<file path="config.mk">
export PLATFORM = sky130hd
export DESIGN_NAME = byte_queue
export DESIGN_NICKNAME = d
export VERILOG_FILES = /design/src/rtl/byte_queue.sv
export SDC_FILE = /design/constraint.sdc
export NUM_CORES = 1
export LEC_CHECK = 0
export CAP_MARGIN = 10
export CORE_ASPECT_RATIO = 1.4
export CORE_MARGIN = 2
export CORE_UTILIZATION = 55
export CTS_CLUSTER_SIZE = 14
export DETAILED_ROUTE_END_ITERATION = 7
export GPL_ROUTABILITY_DRIVEN = 0
export GPL_TIMING_DRIVEN = 1
export PLACE_DENSITY = 0.72
export SLEW_MARGIN = 30
export SYNTH_ARGS = -nofsm -noshare
export SYNTH_HDL_FRONTEND = slang
export SYNTH_SLANG_ARGS = --single-unit
</file>
<file path="constraint.sdc">
create_clock -name clock_10KHZ -period 2.8 [get_ports clock_10KHZ]
set_clock_uncertainty 0.15 [all_clocks]
set_input_delay 0.7 -clock clock_10KHZ [delete_from_list [all_inputs] [get_ports clock_10KHZ]]
set_output_delay 0.7 -clock clock_10KHZ [all_outputs]
set_load 0.03 [all_outputs]
</file>
<file path="src/rtl/byte_queue.sv">
// Eight-entry byte FIFO behind the deserializer: level-request / one-cycle-ack capture, registered pop output.
// Write accepted the edge after a request in IDLE (ack next cycle), pop data valid the cycle after the dequeue edge; full holds the request pending.
`timescale 1ns/1ps
module byte_queue #(
    parameter int DEPTH = 8,
    parameter int WIDTH = 8
) (
    input  logic                     clock_10KHZ,
    input  logic                     reset,
    input  logic [WIDTH-1:0]         data_in,
    input  logic                     enqueue_in,
    output logic                     ack_out,
    input  logic                     dequeue_in,
    output logic [WIDTH-1:0]         data_out,
    output logic [$clog2(DEPTH):0]   len_out,
    output logic                     full_out,
    output logic                     empty_out
);

    localparam int AW = $clog2(DEPTH);
    localparam logic [AW:0] FULL_LEN = (AW+1)'(DEPTH);

    typedef enum logic [1:0] {
        IDLE     = 2'd0,
        ACK      = 2'd1,
        WAIT_LOW = 2'd2
    } state_t;

    state_t            state;
    logic [WIDTH-1:0]  mem [DEPTH];
    logic [AW-1:0]     wr_ptr;
    logic [AW-1:0]     rd_ptr;
    logic [AW:0]       len;
    logic              wr_en;
    logic              rd_en;

    // Full is judged on the pre-edge count, so a same-edge pop cannot make room for a write.
    assign wr_en = (state == IDLE) && enqueue_in && (len != FULL_LEN);
    assign rd_en = dequeue_in && (len != '0);

    always_ff @(posedge clock_10KHZ or negedge reset) begin
        if (!reset) begin
            state   <= IDLE;
            ack_out <= 1'b0;
            wr_ptr  <= '0;
        end else begin
            case (state)
                IDLE: begin
                    if (wr_en) begin
                        wr_ptr  <= wr_ptr + 1'b1;
                        ack_out <= 1'b1;
                        state   <= ACK;
                    end
                end
                ACK: begin
                    ack_out <= 1'b0;
                    state   <= WAIT_LOW;
                end
                WAIT_LOW: begin
                    // Request must be seen low once so one byte is never written twice.
                    if (!enqueue_in) state <= IDLE;
                end
                default: begin
                    ack_out <= 1'b0;
                    state   <= IDLE;
                end
            endcase
        end
    end

    always_ff @(posedge clock_10KHZ) begin
        if (wr_en) mem[wr_ptr] <= data_in;
    end

    always_ff @(posedge clock_10KHZ or negedge reset) begin
        if (!reset) begin
            rd_ptr   <= '0;
            data_out <= '0;
        end else if (rd_en) begin
            data_out <= mem[rd_ptr];
            rd_ptr   <= rd_ptr + 1'b1;
        end
    end

    always_ff @(posedge clock_10KHZ or negedge reset) begin
        if (!reset) begin
            len <= '0;
        end else begin
            case ({wr_en, rd_en})
                2'b10:   len <= len + 1'b1;
                2'b01:   len <= len - 1'b1;
                default: len <= len;
            endcase
        end
    end

    assign len_out   = len;
    assign full_out  = (len == FULL_LEN);
    assign empty_out = (len == '0);

endmodule

</file>
==> results.txt <==
Result of the run - finished, final reports clean
Cell area after synthesis - 3520 sq um
Total I/O pin count - 27
Number of slew-limit violations in the final report - 0
Clock transition at the register clock pins on the worst setup and hold paths after CTS - 0.08 ns
Clock latency at the later pin of the worst-skew pair - 0.35 ns
Total DRC errors in the routed layout - 0
Synthesis-to-layout area growth - 19.7%
Number of enable flip-flop cells after synthesis - 64
Setup TNS - 0 ns
Post-route antenna net violation count - 0
Most used DFF post-synth - sky130_fd_sc_hd__edfxtp_1
Vias per Instance - 5.68
Achievable clock frequency - 368 MHz
Seq/Total Area, Yosys - 0.695
DIE WIDTH - 71.6 um
Core region area - 6210 sq um
IO buf count - 26
DR iter-0 viols - 85
Root buffer cell - sky130_fd_sc_hd__clkbuf_8
Path type of the worst min-delay path - reg -> reg
Average instance area after synthesis - 15.8 sq um
Number of buffers on the longest clock path - 2
Worst setup path category - reg -> out
Number of antenna violations at the first check in global routing - 0
Area of all placed cells without fillers - 4220 sq um
Clock period minus final worst setup slack - 2.72 ns
Diode count - 0
Post-Place Worst Slack - -0.178 ns
Rel. slew slack - 0.537
TritonCTS Buffers - 9
HPWL after detailed placement - 4090 um
Number of detailed-routing iterations run before antenna repair - 4
Number of global-route vias before repair - 1992
Post-detailed-routing wire length - 6140 um
Layout cells sized above 1 - 0.216
Area of the die - 7070 sq um
Leak - 1.60 nW
Number of distinct library cells after synthesis - 34
Hold violation count in the final report - 0
Wire length per cell after detailed routing - 17.5 um
Floorplan die height - 98.7 um
Power per Cell Area - 1080 nW/um^2
Unrepaired setup endpoints after global routing - no
Syn. warnings - 0
GR Overflow Total - 0
Max_cap viols - 0
Total chip power - 4.57 mW
Starting utilization of the core area - 0.567
Number of fill cells - 435
Cell row count - 34
Clock tree from TritonCTS - done
Total number of clock tree sinks - 85
Nets@finish - 291
Pin slew with the least headroom to its limit - 0.692 ns
CTS H-tree depth - 3
Setup Viol. Count Final - 0
DR vias - 1988
CP Launch Type - register
Setup slack of the critical path after layout - 0.0792 ns
Maximum net fanout on the critical path - 7
Fin util - 0.679
Async set or reset register ratio after synthesis - 0.247
Endpoint arrival time on the critical path - 1.87 ns
Setup repair bufs after CTS - 0
Required time reported for the critical path endpoint - 1.95 ns
Element type at the critical path end - output pin
Synthesis-stage register bit count - 85
Instance count of the mapped netlist - 223
Post-Place Cell Area - 3960 sq um
Synth Net Count - 241
Wire length of the first global-routing pass - 9790 um
Largest net degree at the start of global routing - 35
Final critical-path share of the clock period - 0.972
Worst voltage drop across the vdd grid - 546 uV
Overall routing resource usage - 0.189
## synth_stat cells, drive strengths merged, types with 2 or more instances
master,instances,area share
mux2,16,0.051
buf,7,0.024
o22ai,8,0.014
nand2b,5,0.0089
xnor2,5,0.012
edfxtp,64,0.55
inv,8,0.0085
clkbuf,2,0.0021
mux2i,18,0.051
o21ai,11,0.016
a221o,8,0.023
dfrtp,21,0.15
ha,5,0.018
nor4,3,0.0053
nor3,6,0.0099
nand2,21,0.022
nor2,4,0.0043
## path summary, 6_finish.rpt
| check | start | to | slack (ns) | cells after the start |
|---|---|---|---|---|
| worst max-delay path | len_out[0] | empty_out | 0.08 | 2 |
| worst min-delay path | data_out[3] | data_out[3] | 0.34 | 2 |
| worst max register to register | len_out[0] | len_out[3] | 0.34 | 7 |
| worst min register to register | data_out[3] | data_out[3] | 0.34 | 2 |
| max in group asynchronous | reset | len_out[1] | 1.74 | 2 |
| min in group asynchronous | reset | len_out[0] | 0.53 | 2 |
## repair_timing
action / 4_1_cts / 5_1_grt
endpoints found under the setup margin: 0 / 2
resized for setup: 0 / 2
hold buffers: 0 / 0
## flip-flops by register name (all words and copies together) (netlist names)
name / flops
ack_out: 1
data_out: 8
len_out: 4
mem: 64
rd_ptr: 3
state: 2
wr_ptr: 3
## per-stage QoR
stage,hold WS [ns],std cells
4_1_cts,0.345,350
2_1_floorplan,0.254,223
6_report,0.338,350
3_3_place_gp,0.313,334
5_1_grt,0.371,350
3_5_place_dp,0.328,334
## cell families after synthesis
group,after synthesis,synth area share
and+or+nand+nor,44,0.0632
buffers and inverters,17,0.0348
xor gates and xnor gates,6,0.0149
adders and majority gates,6,0.0234
muxes,34,0.102
AOI/OAI and AO/OA,31,0.0664
DFF,85,0.695
## layout by cell type, fill, tap and decap left out, types with 2 or more instances in the layout
master	count
sky130_fd_sc_hd__edfxtp_1	64
sky130_fd_sc_hd__nor2_1	4
sky130_fd_sc_hd__mux2_2	16
sky130_fd_sc_hd__mux2i_1	18
sky130_fd_sc_hd__inv_2	2
sky130_fd_sc_hd__o21ai_0	3
sky130_fd_sc_hd__ha_1	5
sky130_fd_sc_hd__clkbuf_8	11
sky130_fd_sc_hd__bufinv_16	3
sky130_fd_sc_hd__nand2_1	21
sky130_fd_sc_hd__inv_1	6
sky130_fd_sc_hd__buf_4	22
sky130_fd_sc_hd__clkdlybuf4s50_1	25
sky130_fd_sc_hd__a221o_1	8
sky130_fd_sc_hd__o21ai_1	8
sky130_fd_sc_hd__xnor2_1	5
sky130_fd_sc_hd__nand2b_1	5
sky130_fd_sc_hd__dfrtp_1	20
sky130_fd_sc_hd__o22ai_1	8
sky130_fd_sc_hd__nor4_1	3
sky130_fd_sc_hd__nor3_1	5
## metal layers
metal  share of wire  GRT usage  vias up
li1                -          -      949
met1            0.41      0.227      966
met2            0.51      0.314       55
met3           0.043     0.0491       18
met4           0.030     0.0914        0
met5               0          0        -
## cell type report
type	count	area (sq um)	share of cell area
Inverter	8	30.0	0.00712
Tap cell	72	90.1	0.0214
Multi-Input combinational cell	121	961	0.228
Clock inverter	5	106	0.0252
Timing Repair Buffer	48	428	0.102
Sequential cell	85	2450	0.581
Clock buffer	11	151	0.0359
## report_power, final
part           leakage (nW)  internal [mW]  switching (mW)
Clock                 0.126          0.642           0.421
Sequential            0.829           1.61           0.200
Combinational         0.645          0.777           0.911
Total                  1.60           3.03            1.53
## critical path, cell delays in order (launching register included)
cell and delay [ns]:
sky130_fd_sc_hd__dfrtp_1 0.51, sky130_fd_sc_hd__nor4_1 0.30, sky130_fd_sc_hd__clkdlybuf4s50_1 0.71
Note: power is estimated with default switching activity, not from simulation.
